<file path="src/rtl/muldiv_unit_if.sv">
// Request/response bundle between the issuing pipeline and the iterative multiply/divide unit.
interface muldiv_unit_if #(
    parameter int unsigned DATA_WIDTH    = 32,
    parameter int unsigned ADDRESS_WIDTH = 5
);
    logic                     start;
    logic [1:0]               op;
    logic [DATA_WIDTH-1:0]    operand_a;
    logic [DATA_WIDTH-1:0]    operand_b;
    logic [ADDRESS_WIDTH-1:0] dest_addr;
    logic                     busy;
    logic                     done;
    logic [DATA_WIDTH-1:0]    result;
    logic [ADDRESS_WIDTH-1:0] result_addr;
    logic                     regwrite_en;

    modport master (
        output start, op, operand_a, operand_b, dest_addr,
        input  busy, done, result, result_addr, regwrite_en
    );

    modport slave (
        input  start, op, operand_a, operand_b, dest_addr,
        output busy, done, result, result_addr, regwrite_en
    );
endinterface

</file>
<file path="src/rtl/muldiv_unit.sv">
// Iterative unsigned multiply (shift-add) and restoring divide, one bit per cycle.
// Define MULDIV_DIV_EN to include the divide datapath; otherwise DIVU/REMU complete early with result 0.
module muldiv_unit #(
    parameter int unsigned DATA_WIDTH    = 32,
    parameter int unsigned ADDRESS_WIDTH = 5
) (
    input  logic          clk,
    input  logic          reset,
    muldiv_unit_if.slave  bus
);
    localparam int unsigned CNT_W = $clog2(DATA_WIDTH + 1);

    typedef enum logic [1:0] {IDLE, RUN, DONE} state_t;

    state_t                   state_q, state_d;
    logic [CNT_W-1:0]         cnt_q, cnt_d;
    logic [DATA_WIDTH-1:0]    hi_q, hi_d;
    logic [DATA_WIDTH-1:0]    lo_q, lo_d;
    logic [DATA_WIDTH-1:0]    m_q, m_d;
    logic [1:0]               op_q, op_d;
    logic [ADDRESS_WIDTH-1:0] addr_q, addr_d;
    logic [DATA_WIDTH-1:0]    result_q, result_d;
    logic [ADDRESS_WIDTH-1:0] result_addr_q, result_addr_d;
    logic                     busy_q, busy_d;
    logic                     done_q, done_d;
    logic                     wen_q, wen_d;
    logic [DATA_WIDTH:0]      add_sum;
`ifdef MULDIV_DIV_EN
    logic [DATA_WIDTH:0]      trial;
    logic [DATA_WIDTH:0]      diff;
`endif

    // Multiply keeps {hi,lo} as the partial product with the multiplier shifting out of lo;
    // divide keeps the partial remainder in hi and shifts quotient bits into lo.
    always_comb begin
        state_d       = state_q;
        cnt_d         = cnt_q;
        hi_d          = hi_q;
        lo_d          = lo_q;
        m_d           = m_q;
        op_d          = op_q;
        addr_d        = addr_q;
        result_d      = result_q;
        result_addr_d = result_addr_q;
        wen_d         = 1'b0;
        add_sum       = {1'b0, hi_q} + {1'b0, m_q};
`ifdef MULDIV_DIV_EN
        trial         = {hi_q, lo_q[DATA_WIDTH-1]};
        diff          = trial - {1'b0, m_q};
`endif

        case (state_q)
            IDLE: begin
                if (bus.start) begin
                    state_d = RUN;
                    op_d    = bus.op;
                    addr_d  = bus.dest_addr;
                    cnt_d   = '0;
                    hi_d    = '0;
                    if (bus.op[1]) begin
                        lo_d = bus.operand_a;
                        m_d  = bus.operand_b;
`ifndef MULDIV_DIV_EN
                        cnt_d = CNT_W'(DATA_WIDTH);
`endif
                    end else begin
                        lo_d = bus.operand_b;
                        m_d  = bus.operand_a;
                    end
                end
            end
            RUN: begin
                if (cnt_q == CNT_W'(DATA_WIDTH)) begin
                    state_d       = DONE;
                    result_addr_d = addr_q;
                    wen_d         = (addr_q != '0);
                    case (op_q)
                        2'b00:   result_d = lo_q;
                        2'b01:   result_d = hi_q;
                        2'b10:   result_d = lo_q;
                        default: result_d = hi_q;
                    endcase
`ifndef MULDIV_DIV_EN
                    if (op_q[1]) begin
                        result_d = '0;
                        wen_d    = 1'b0;
                    end
`endif
                end else begin
                    cnt_d = cnt_q + CNT_W'(1);
                    if (op_q[1]) begin
`ifdef MULDIV_DIV_EN
                        // b == 0 always passes the compare: quotient all-ones, remainder = dividend
                        if (trial >= {1'b0, m_q}) begin
                            hi_d = diff[DATA_WIDTH-1:0];
                            lo_d = {lo_q[DATA_WIDTH-2:0], 1'b1};
                        end else begin
                            hi_d = trial[DATA_WIDTH-1:0];
                            lo_d = {lo_q[DATA_WIDTH-2:0], 1'b0};
                        end
`endif
                    end else if (lo_q[0]) begin
                        {hi_d, lo_d} = {add_sum, lo_q[DATA_WIDTH-1:1]};
                    end else begin
                        {hi_d, lo_d} = {1'b0, hi_q, lo_q[DATA_WIDTH-1:1]};
                    end
                end
            end
            DONE:    state_d = IDLE;
            default: state_d = IDLE;
        endcase

        busy_d = (state_d != IDLE);
        done_d = (state_d == DONE);
    end

    always_ff @(posedge clk) begin
        if (reset) begin
            state_q       <= IDLE;
            cnt_q         <= '0;
            hi_q          <= '0;
            lo_q          <= '0;
            m_q           <= '0;
            op_q          <= '0;
            addr_q        <= '0;
            result_q      <= '0;
            result_addr_q <= '0;
            busy_q        <= 1'b0;
            done_q        <= 1'b0;
            wen_q         <= 1'b0;
        end else begin
            state_q       <= state_d;
            cnt_q         <= cnt_d;
            hi_q          <= hi_d;
            lo_q          <= lo_d;
            m_q           <= m_d;
            op_q          <= op_d;
            addr_q        <= addr_d;
            result_q      <= result_d;
            result_addr_q <= result_addr_d;
            busy_q        <= busy_d;
            done_q        <= done_d;
            wen_q         <= wen_d;
        end
    end

    assign bus.busy        = busy_q;
    assign bus.done        = done_q;
    assign bus.result      = result_q;
    assign bus.result_addr = result_addr_q;
    assign bus.regwrite_en = wen_q;
endmodule

</file>
<file path="src/flat_wrapper.sv">
// flat-port wrapper written by rule: the top's interface ports become plain ports
module muldiv_unit_flat 
#(
    parameter int unsigned DATA_WIDTH    = 32,
    parameter int unsigned ADDRESS_WIDTH = 5
)
  (clk, reset, bus_start, bus_op, bus_operand_a, bus_operand_b, bus_dest_addr, bus_busy, bus_done, bus_result, bus_result_addr, bus_regwrite_en);
  muldiv_unit_if #(.DATA_WIDTH(DATA_WIDTH), .ADDRESS_WIDTH(ADDRESS_WIDTH)) bus_i ();
  input  logic clk;
  input  logic reset;
  input wire logic [$bits(bus_i.start)-1:0] bus_start;
  input wire logic [$bits(bus_i.op)-1:0] bus_op;
  input wire logic [$bits(bus_i.operand_a)-1:0] bus_operand_a;
  input wire logic [$bits(bus_i.operand_b)-1:0] bus_operand_b;
  input wire logic [$bits(bus_i.dest_addr)-1:0] bus_dest_addr;
  output wire logic [$bits(bus_i.busy)-1:0] bus_busy;
  output wire logic [$bits(bus_i.done)-1:0] bus_done;
  output wire logic [$bits(bus_i.result)-1:0] bus_result;
  output wire logic [$bits(bus_i.result_addr)-1:0] bus_result_addr;
  output wire logic [$bits(bus_i.regwrite_en)-1:0] bus_regwrite_en;
  assign bus_i.start = bus_start;
  assign bus_i.op = bus_op;
  assign bus_i.operand_a = bus_operand_a;
  assign bus_i.operand_b = bus_operand_b;
  assign bus_i.dest_addr = bus_dest_addr;
  assign bus_busy = bus_i.busy;
  assign bus_done = bus_i.done;
  assign bus_result = bus_i.result;
  assign bus_result_addr = bus_i.result_addr;
  assign bus_regwrite_en = bus_i.regwrite_en;
  muldiv_unit #(.DATA_WIDTH(DATA_WIDTH), .ADDRESS_WIDTH(ADDRESS_WIDTH)) u_core (.clk(clk), .reset(reset), .bus(bus_i));
endmodule
</file>
<file path="config.mk">
export PLATFORM = sky130hd
export DESIGN_NAME = muldiv_unit_flat
export DESIGN_NICKNAME = d
export VERILOG_FILES = /design/src/rtl/muldiv_unit_if.sv /design/src/rtl/muldiv_unit.sv /design/src/flat_wrapper.sv
export SDC_FILE = /design/constraint.sdc
export NUM_CORES = 1
export LEC_CHECK = 0
export CAP_MARGIN = 15
export CORE_UTILIZATION = 45
export CTS_BUF_LIST = sky130_fd_sc_hd__clkbuf_16
export DETAILED_ROUTE_END_ITERATION = 8
export MAX_ROUTING_LAYER = met4
export PLACE_DENSITY = 0.66
export SLEW_MARGIN = 20
export SYNTH_ARGS = -nofsm -noshare
export SYNTH_HDL_FRONTEND = slang
export SYNTH_SLANG_ARGS = --single-unit
</file>
<file path="constraint.sdc">
create_clock -name clk -period 6.43 [get_ports clk]
set_clock_uncertainty 0.1 [all_clocks]
set_input_delay 1.286 -clock clk [delete_from_list [all_inputs] [get_ports clk]]
set_output_delay 1.286 -clock clk [all_outputs]
set_load 0.05 [all_outputs]
</file>
==> load_flow_metrics.sql, run 1 <==
INSERT INTO impl_metrics (metric_group, metric, value, unit) VALUES
('synth', 'synth.top_cell.area_share', '0.355', ''),
('routing', 'routedWlPerCell', '15.7', 'um'),
('placement', 'placed_cell_area', '9650', 'sq um'),
('floorplan', 'initial_core_util', '0.466', ''),
('sta', 'setup_repair_after_global_routing_missed_its_margin', 'no', ''),
('critical_path', 'slowest_stage', 'nor2_4', ''),
('power_and_ir_drop', 'total_switching_power', '675', 'uW'),
('synth', 'synth_cell_types', '57', ''),
('routing', 'drt_wl_total', '20800', 'um'),
('cts', 'cts_hold_buffers', '0', ''),
('grt', 'wire_length_of_the_first_global_routing_pass', '34700', 'um'),
('power_and_ir_drop', 'internal_power', '1720', 'uW'),
('cts', 'clkLatencyLatePin', '420', 'ps'),
('cts', 'tritoncts', 'built', ''),
('sta', 'worst_slew_margin_rel', '0.256', ''),
('floorplan', 'placeableCoreArea', '18300', 'sq um'),
('synth', 'synth-edff-count', '0', ''),
('cts', 'cts.sink_count', '151', ''),
('outcome', 'outcome', 'complete, no violations', ''),
('critical_path', 'critical_path.top_delay_family', 'buffers and inverters', ''),
('critical_path', 'critical-path-max-stage-delay', '690', 'ps'),
('layout', 'nets', '1195', ''),
('cts', 'cts_repair_resize_count', '0', ''),
('job', 'cap_viol_max_count', '0', ''),
('layout', 'area_growth_syn_to_layout', '19.6', '%'),
('cts', 'clock_path_buffers', '2', ''),
('routing', 'drt-pass1-iter-count', '5', ''),
('sta', 'timing.final.crit_period', '3460', 'ps'),
('routing', 'detail_route.drc_violations', '0', ''),
('layout', 'finish.cell_count_without_fillers', '1326', ''),
('sta', 'max_slew.worst_pin.slew', '1120', 'ps'),
('grt', 'grt.total_usage', '0.224', ''),
('floorplan', 'fp.dieW', '140', 'um'),
('power_and_ir_drop', 'clock_power_share', '0.394', ''),
('routing', 'ant_nets', '0', ''),
('sta', 'count_of_endpoints_failing_hold_in_the_final_timing_report', '0', ''),
('floorplan', 'die_area', '19500', 'sq um'),
('critical_path', 'cp_cell_sequence', 'clkdlybuf4s50_1 -> and2_2 -> nor2_4 -> buf_4 -> a2111oi_0 -> a21oi_1 -> nor2_1', ''),
('sta', 'timing_max_transition_violations_final', '0', ''),
('critical_path', 'critical_path_rt', '6620', 'ps'),
('cts', 'cts_root_buffer', 'clkbuf_16', ''),
('critical_path', 'arrival', '3650', 'ps'),
('critical_path', 'worst-setup-path-type', 'input port to flip-flop', ''),
('synth', 'synth_nets', '1143', ''),
('placement', 'port_buffers', '113', ''),
('power_and_ir_drop', 'power_density_of_the_placed_cells', '235', 'nW/um^2'),
('grt', 'antenna_violations_before_repair', '0', ''),
('synth', 'postSynthCellCount', '1034', ''),
('layout', 'most_common_cell_after_layout_fill_and_taps_aside', 'nor2_1', ''),
('power_and_ir_drop', 'power.total', '2390', 'uW'),
('synth', 'netlist_area', '8520', 'sq um'),
('synth', 'synth-main-ff-cell', 'dfxtp_1', ''),
('layout', 'post-route-cell-area', '10200', 'sq um'),
('placement', 'dpl.cell_count', '1296', ''),
('placement', 'place.gp.congestion', '0.898', ''),
('power_and_ir_drop', 'power_frac_comb', '0.169', ''),
('routing', 'via_per_inst', '5.70', ''),
('floorplan', 'floorplan.io_pins', '114', ''),
('critical_path', 'worstPathMaxFanout', '56', ''),
('critical_path', 'timing.critical_path.buf_inv', '2', ''),
('synth', 'synth.yosys.warnings', '0', ''),
('sta', 'setup_tns', '0', 'ps'),
('min_path', 'hold_class', 'flip-flop to flip-flop', ''),
('critical_path', 'setup.reg_to_reg.worst_slack', '3020', 'ps'),
('cts', 'htree_num_levels', '4', ''),
('layout', 'fillers', '1760', ''),
('sta', 'final-setup-viol-count', '0', ''),
('layout', 'most-common-layout-cells', '190 x nor2_1, 149 x dfxtp_1, 111 x clkdlybuf4s50_1', ''),
('sta', 'hold_ws', '376', 'ps'),
('critical_path', 'worstRegToRegCells', '9', ''),
('min_path', 'min_path_cells', '2', '');
-- layer usage --
layer | vias to the layer above | share of wire | track usage
met5 | - | 0 | -
met4 | 0 | 0.011 | 0.0630
met3 | 17 | 0.033 | 0.0368
met2 | 137 | 0.48 | 0.369
met1 | 3541 | 0.48 | 0.284
li1 | 3860 | - | -
-- layout make-up --
cell class,instances,area (sq um),area share
multi-input combinational,791,5140,0.505
sequential,151,3030,0.297
timing repair buffer,118,1160,0.114
clock buffer,17,425,0.0417
tap,229,287,0.0281
clock inverter,13,118,0.0115
inverter,7,26.3,0.00258
-- metrics by stage --
step / setup WS [ps] / util
final: 2970 / 0.558
after global routing: 2690 / 0.558
after CTS: 2990 / 0.558
after detailed placement: 2550 / 0.528
after global placement: 2590 / 0.528
after floorplan: 3780 / -
-- worst register-to-register path, cell delays in order, from the launching register on --
cell	delay, ps
dfxtp_1	320
nand2b_2	110
buf_4	540
nand2b_1	300
nor2_1	150
nor2_4	740
buf_4	650
a2111oi_0	160
a21oi_1	180
nor2_1	50
-- cell usage after synthesis (2+ instances only) --
cell type,number
o22ai_1,8
xnor2_1,15
a21oi_1,110
dfxtp_1,151
inv_1,7
nand2_1,49
xor2_1,15
clkbuf_1,68
nand2_2,2
a222oi_1,14
a22oi_1,7
and2_1,2
a32oi_1,2
nor2b_1,4
o31ai_1,5
nand3b_1,2
a21bo_2,2
mux2i_1,108
nand3_1,9
nor4_1,2
buf_1,6
o21ai_1,4
a211oi_1,69
ha_1,34
o21bai_1,2
buf_2,9
a21o_1,13
a31oi_1,9
and3_1,8
o21a_1,7
a221oi_1,2
nand4_1,9
o21ai_0,16
a2111oi_0,3
nor2_1,192
o211ai_1,3
a21oi_2,4
nand2b_1,5
nor3_1,39
-- registers in the layout, indices dropped and copies added (netlist names), 2 cells and up --
| name | count |
|---|---|
| u_core.op_q | 2 |
| u_core.lo_q | 32 |
| u_core.bus.result_addr | 5 |
| u_core.bus.result | 32 |
| u_core.cnt_q | 6 |
| u_core.addr_q | 5 |
| u_core.state_q | 2 |
| u_core.m_q | 32 |
| u_core.hi_q | 32 |
-- power by group through the flow --
| stage | clock (uW) | combinational, uW | sequential, uW |
|---|---|---|---|
| after floorplan | 0 | 300 | 1040 |
| after global placement | 0 | 401 | 1060 |
| after detailed placement | 0 | 405 | 1070 |
| after CTS | 961 | 408 | 1040 |
| after global routing | 1000 | 451 | 1050 |
| final | 942 | 405 | 1040 |
-- path summary, 6_finish.rpt --
kind / from / end
min reg2reg: u_core.addr_q[1] / u_core.addr_q[1]
max reg2reg: u_core.state_q[1] / u_core.hi_q[1]
min: u_core.addr_q[1] / u_core.addr_q[1]
max: bus_start / u_core.hi_q[1]
-- kinds of logic after synthesis --
| family | after synthesis | share of synthesized area |
|---|---|---|
| flip-flops | 151 | 0.355 |
| multiplexers | 109 | 0.129 |
| buffers and inverters | 92 | 0.0432 |
| XOR/XNOR | 30 | 0.0308 |
| AND/OR/NAND/NOR | 329 | 0.167 |
| adder cells (fa/ha/maj) | 35 | 0.0523 |
| AO/OA/AOI/OAI | 288 | 0.224 |
Power figures use the tool's default switching activity.
==> run 2: changes to the inputs <==
==> constraint.sdc (replaced) <==
create_clock -name clk -period 3.22 [get_ports clk]
set_clock_uncertainty 0.1 [all_clocks]
set_input_delay 0.644 -clock clk [delete_from_list [all_inputs] [get_ports clk]]
set_output_delay 0.644 -clock clk [all_outputs]
set_load 0.05 [all_outputs]
==> load_flow_metrics.sql, run 2 (synthesized netlist as in run 1, its figures left out) <==
INSERT INTO impl_metrics (metric_group, metric, value, unit) VALUES
('outcome', 'outcome', 'complete, no violations', ''),
('sta', 'timing_max_transition_violations_final', '0', ''),
('layout', 'post-route-cell-area', '10300', 'sq um'),
('sta', 'hold_ws', '386', 'ps'),
('critical_path', 'most_frequent_cell_on_critical_path', 'a21o_1', ''),
('floorplan', 'placeableCoreArea', '18300', 'sq um'),
('sta', 'timing.final.crit_period', '2830', 'ps'),
('layout', 'antennaDiodeCount', '0', ''),
('floorplan', 'floorplan.io_pins', '114', ''),
('grt', 'wire_length_of_the_first_global_routing_pass', '35400', 'um'),
('routing', 'initialDrtViolationCount', '434', ''),
('layout', 'most-common-layout-cells', '191 x nor2_1, 150 x dfxtp_1, 111 x clkdlybuf4s50_1', ''),
('job', 'cap_viol_max_count', '0', ''),
('cts', 'clkLatencyLatePin', '430', 'ps'),
('floorplan', 'fp.dieH', '140', 'um'),
('critical_path', 'critical-path-max-stage-delay', '410', 'ps'),
('sta', 'max_slew.worst_pin.slew', '1030', 'ps'),
('floorplan', 'fp.dieW', '140', 'um'),
('critical_path', 'cp_cell_sequence', 'ha_1 -> fa_1 -> a21oi_1 -> o211ai_1 -> nand4_1 -> nand3_2 -> a21o_1 -> a21o_1 -> and3_1 -> o31ai_1', ''),
('sta', 'setup_tns', '0', 'ps'),
('layout', 'area_growth_syn_to_layout', '20.9', '%'),
('routing', 'via_per_inst', '5.74', ''),
('power_and_ir_drop', 'power.ir.vdd_worst', '0.298', 'mV'),
('cts', 'cts_root_buffer', 'clkbuf_16', ''),
('critical_path', 'setup.worst_path.start_class', 'flip-flop', ''),
('cts', 'htree_num_levels', '4', ''),
('layout', 'final_layout_size_suffix_gt1_frac', '0.0585', ''),
('layout', 'most_common_cell_after_layout_fill_and_taps_aside', 'nor2_1', ''),
('floorplan', 'die_area', '19500', 'sq um'),
('routing', 'routedWlPerCell', '16.1', 'um'),
('grt', 'antenna_violations_before_repair', '0', ''),
('power_and_ir_drop', 'power_density_of_the_placed_cells', '460', 'nW/um^2'),
('placement', 'port_buffers', '113', ''),
('sta', 'count_of_endpoints_failing_hold_in_the_final_timing_report', '0', ''),
('grt', 'maximum_number_of_pins_on_one_net_before_global_route_repair', '93', ''),
('grt', 'first_global_vias', '7212', ''),
('placement', 'hpwlAfterDp', '14900', 'um'),
('critical_path', 'slowest_stage', 'fa_1', ''),
('cts', 'cts_hold_buffers', '0', ''),
('floorplan', 'num_rows', '49', ''),
('grt', 'globalRoute.totalOverflow', '0', ''),
('placement', 'place.gp.congestion', '0.886', ''),
('sta', 'max_freq', '353', 'MHz'),
('routing', 'routed-via-count', '7693', ''),
('layout', 'nets', '1208', ''),
('grt', 'grt.total_usage', '0.230', ''),
('sta', 'worst_slew_margin_rel', '0.313', ''),
('cts', 'clk_pin_slew_worst_paths', '60', 'ps'),
('cts', 'clock_path_buffers', '2', ''),
('cts', 'cts_buffers', '17', ''),
('power_and_ir_drop', 'power_leakage', '0.00407', 'uW'),
('sta', 'setup_repair_after_global_routing_missed_its_margin', 'no', ''),
('cts', 'cts.sink_count', '151', ''),
('routing', 'drt_wl_total', '21600', 'um'),
('critical_path', 'arrival', '3070', 'ps'),
('routing', 'drt-pass1-iter-count', '5', ''),
('min_path', 'hold_class', 'flip-flop to flip-flop', ''),
('cts', 'post_cts_setup_bufs', '0', ''),
('routing', 'ant_nets', '0', ''),
('critical_path', 'critical_path_rt', '3460', 'ps'),
('placement', 'placed_cell_area', '9780', 'sq um'),
('critical_path', 'endpoint_type_of_the_worst_setup_path', 'flip-flop', ''),
('cts', 'tritoncts', 'built', ''),
('floorplan', 'initial_core_util', '0.466', ''),
('critical_path', 'worst-setup-path-type', 'flip-flop to flip-flop', ''),
('critical_path', 'worstPathMaxFanout', '5', ''),
('sta', 'final-setup-viol-count', '0', ''),
('routing', 'detail_route.drc_violations', '0', ''),
('sta', 'period_share', '0.879', ''),
('cts', 'cts_repair_resize_count', '0', '');
==> run 2: cell types whose count changed in the layout (fill, tap and decap cells not counted), sizes merged <==
| cell | delta |
|---|---|
| inv | +2 |
| clkinv | +1 |
| buf | +13 |
| clkinvlp | -1 |
| bufinv | -1 |
==> run 2: area by class of cell <==
cell class | instances | area, sq um
sequential | 151 | 3020
timing repair buffer | 131 | 1300
tap | 229 | 287
inverter | 7 | 26.3
clock inverter | 14 | 97.6
fill | 1777 | 7970
multi-input combinational | 791 | 5140
clock buffer | 17 | 425
==> run 2: metal layers <==
metal / part of all wire / track usage / vias up
met5: 0 / - / -
met4: 0.0085 / 0.0602 / 0
met3: 0.035 / 0.0348 / 16
met2: 0.48 / 0.386 / 134
met1: 0.48 / 0.289 / 3646
li1: - / - / 3897
==> run 2: final timing paths <==
path                         start                    end  slack [ps]  cells past startpoint
max                 u_core.hi_q[0]        u_core.hi_q[25]         390                     10
min          u_core.bus.result[24]  u_core.bus.result[24]         390                      2
max reg2reg         u_core.hi_q[0]        u_core.hi_q[25]         390                     10
min reg2reg  u_core.bus.result[24]  u_core.bus.result[24]         390                      2
==> run 2: power breakdown <==
| group | switching [uW] | internal (uW) |
|---|---|---|
| clock network | 774 | 1040 |
| registers | 98.3 | 1980 |
| logic | 494 | 359 |
| total | 1370 | 3370 |
==> run 2: metrics by stage <==
step / total power, uW / setup slack (ps) / instances / util
2_1_floorplan: 2690 / 738 / 1034 / -
3_3_place_gp: 2960 / 492 / 1309 / 0.535
3_5_place_dp: 2960 / 424 / 1309 / 0.535
4_1_cts: 4770 / 407 / 1340 / 0.564
5_1_grt: 4960 / 194 / 1340 / 0.564
6_report: 4740 / 389 / 1340 / 0.564
==> run 2: worst max-delay path, delay by kind of cell (launching register included) <==
family                     cells  cell delay, ps
and+or+nand+nor                3             520
adders and majority gates      2             640
DFF                            1             330
AOI/OAI and AO/OA              5            1170
==> run 3: changes to the inputs <==
==> constraint.sdc (replaced) <==
create_clock -name clk -period 3.22 [get_ports clk]
set_clock_uncertainty 0.1 [all_clocks]
set_input_delay 0.644 -clock clk [delete_from_list [all_inputs] [get_ports clk]]
set_output_delay 0.644 -clock clk [all_outputs]
set_load 0.1 [all_outputs]
==> load_flow_metrics.sql, run 3 (synthesized netlist as in run 1, its figures left out) <==
INSERT INTO impl_metrics (metric_group, metric, value, unit) VALUES
('sta', 'period_share', '0.880', ''),
('cts', 'tritoncts', 'built', ''),
('floorplan', 'fp.dieH', '140', 'um'),
('power_and_ir_drop', 'clock_power_share', '0.380', ''),
('sta', 'setup_tns', '0', 'ps'),
('grt', 'antenna_violations_before_repair', '0', ''),
('cts', 'cts.sink_count', '151', ''),
('layout', 'antennaDiodeCount', '0', ''),
('critical_path', 'r2r-end', 'u_core.hi_q[25]', ''),
('power_and_ir_drop', 'total_switching_power', '1380', 'uW'),
('power_and_ir_drop', 'power_density_of_the_placed_cells', '465', 'nW/um^2'),
('layout', 'finish.cell_count_without_fillers', '1342', ''),
('routing', 'detail_route.drc_violations', '0', ''),
('layout', 'final_layout_size_suffix_gt1_frac', '0.0952', ''),
('min_path', 'hold_class', 'flip-flop to flip-flop', ''),
('power_and_ir_drop', 'power_frac_comb', '0.185', ''),
('power_and_ir_drop', 'internal_power', '3370', 'uW'),
('floorplan', 'initial_core_util', '0.466', ''),
('cts', 'clkLatencyLatePin', '420', 'ps'),
('min_path', 'min_path_cells', '2', ''),
('cts', 'cts_repair_resize_count', '0', ''),
('grt', 'first_global_vias', '7014', ''),
('floorplan', 'fp.dieW', '140', 'um'),
('job', 'cap_viol_max_count', '0', ''),
('sta', 'timing_max_transition_violations_final', '0', ''),
('critical_path', 'arrival', '3060', 'ps'),
('floorplan', 'num_rows', '49', ''),
('min_path', 'min_delay_worst_endpoint', 'u_core.addr_q[2]', ''),
('critical_path', 'worst-setup-path-type', 'flip-flop to flip-flop', ''),
('power_and_ir_drop', 'switching_share', '0.290', ''),
('sta', 'worst_slew_margin_rel', '0.473', ''),
('layout', 'area_growth_syn_to_layout', '19.8', '%'),
('sta', 'max_freq', '353', 'MHz'),
('critical_path', 'worstPathMaxFanout', '5', ''),
('floorplan', 'floorplan.io_pins', '114', ''),
('placement', 'hpwlAfterDp', '14700', 'um'),
('placement', 'place.gp.congestion', '0.876', ''),
('routing', 'routed-via-count', '7628', ''),
('cts', 'clk_pin_slew_worst_paths', '60', 'ps'),
('routing', 'initialDrtViolationCount', '500', ''),
('critical_path', 'worstRegToRegCells', '10', ''),
('critical_path', 'setup.reg_to_reg.worst_slack', '390', 'ps'),
('cts', 'htree_num_levels', '4', ''),
('routing', 'ant_nets', '0', ''),
('power_and_ir_drop', 'power_leakage', '0.00416', 'uW'),
('cts', 'cts_hold_buffers', '0', ''),
('sta', 'setup_repair_after_global_routing_missed_its_margin', 'no', ''),
('min_path', 'worst_hold_startpoint', 'u_core.addr_q[2]', ''),
('routing', 'routedWlPerCell', '16.0', 'um'),
('floorplan', 'placeableCoreArea', '18300', 'sq um'),
('critical_path', 'crit-reg2reg-launch', 'u_core.hi_q[0]', ''),
('outcome', 'outcome', 'complete, no violations', ''),
('routing', 'drt_wl_total', '21400', 'um'),
('floorplan', 'die_area', '19500', 'sq um'),
('sta', 'count_of_endpoints_failing_hold_in_the_final_timing_report', '0', ''),
('power_and_ir_drop', 'power.ir.vdd_worst', '0.326', 'mV'),
('sta', 'final-setup-viol-count', '0', ''),
('power_and_ir_drop', 'sequentialPowerShare', '0.436', ''),
('critical_path', 'setup.worst_path.start_class', 'flip-flop', ''),
('cts', 'cts_root_buffer', 'clkbuf_16', ''),
('layout', 'post-route-cell-area', '10200', 'sq um'),
('grt', 'grt.total_usage', '0.228', ''),
('layout', 'most-common-layout-cells', '191 x nor2_1, 150 x dfxtp_1, 110 x a21oi_1', ''),
('cts', 'cts_buffers', '17', ''),
('grt', 'wire_length_of_the_first_global_routing_pass', '35100', 'um'),
('critical_path', 'critical_path_rt', '3450', 'ps'),
('placement', 'port_buffers', '113', ''),
('sta', 'timing.final.crit_period', '2830', 'ps'),
('routing', 'via_per_inst', '5.68', ''),
('cts', 'post_cts_setup_bufs', '0', ''),
('critical_path', 'endpoint_type_of_the_worst_setup_path', 'flip-flop', ''),
('grt', 'maximum_number_of_pins_on_one_net_before_global_route_repair', '93', ''),
('grt', 'globalRoute.totalOverflow', '0', ''),
('sta', 'hold_ws', '369', 'ps'),
('layout', 'nets', '1209', ''),
('placement', 'dpl.cell_count', '1310', ''),
('routing', 'drt-pass1-iter-count', '7', ''),
('cts', 'clock_path_buffers', '2', ''),
('sta', 'max_slew.worst_pin.slew', '791', 'ps'),
('layout', 'most_common_cell_after_layout_fill_and_taps_aside', 'nor2_1', ''),
('placement', 'placed_cell_area', '9690', 'sq um');
## run 3: changes by cell type in the layout (fill, tap and decap cells not counted)
cell	previous run	this run
clkinv_1	2	1
inv_1	11	13
buf_4	17	58
clkdlybuf4s50_1	111	71
## run 3: power groups by stage
stage / combinational [uW] / clock [uW] / sequential (uW)
floorplan: 600 / 0 / 2110
global placement: 869 / 0 / 2110
detailed placement: 873 / 0 / 2110
CTS: 880 / 1840 / 2070
global route: 969 / 1920 / 2080
finish: 876 / 1800 / 2070
## run 3: cell type report
type	count	area, sq um
Clock buffer	17	425
Clock inverter	15	101
Fill cell	1763	8060
Inverter	7	26.3
Multi-Input combinational cell	791	5140
Sequential cell	151	3020
Tap cell	229	287
Timing Repair Buffer	132	1210
## run 3: worst max path at each step
| stage | start | slack (ps) | end | depth (start not counted) |
|---|---|---|---|---|
| finish | u_core.hi_q[0] | 390 | u_core.hi_q[25] | 10 |
| global route | u_core.hi_q[0] | 220 | u_core.hi_q[17] | 10 |
| CTS | u_core.hi_q[0] | 400 | u_core.hi_q[25] | 10 |
| detailed placement | u_core.hi_q[0] | 440 | u_core.hi_q[25] | 10 |
| global placement | u_core.hi_q[0] | 490 | u_core.hi_q[25] | 10 |
| floorplan | u_core.hi_q[0] | 740 | u_core.hi_q[25] | 10 |
## run 3: metal layers
layer / global-route usage / part of all wire
met1: 0.292 / 0.47
met2: 0.376 / 0.48
met3: 0.0354 / 0.038
met4: 0.0526 / 0.0080
met5: - / 0
## run 3: stage by stage
stage / utilization / setup slack, ps / total power, uW
after global routing: 0.559 / 222 / 4970
after floorplan: - / 738 / 2700
after CTS: 0.559 / 404 / 4790
final: 0.559 / 385 / 4750
after global placement: 0.530 / 490 / 2980
after detailed placement: 0.530 / 436 / 2980
## run 3: critical path, cell delays in order (launching register included)
cell and delay [ps]:
dfxtp_1 330, ha_1 230, fa_1 410, a21oi_1 310
o211ai_1 200, nand4_1 190, nand3_2 150, a21o_1 230
a21o_1 210, and3_1 170, o31ai_1 210
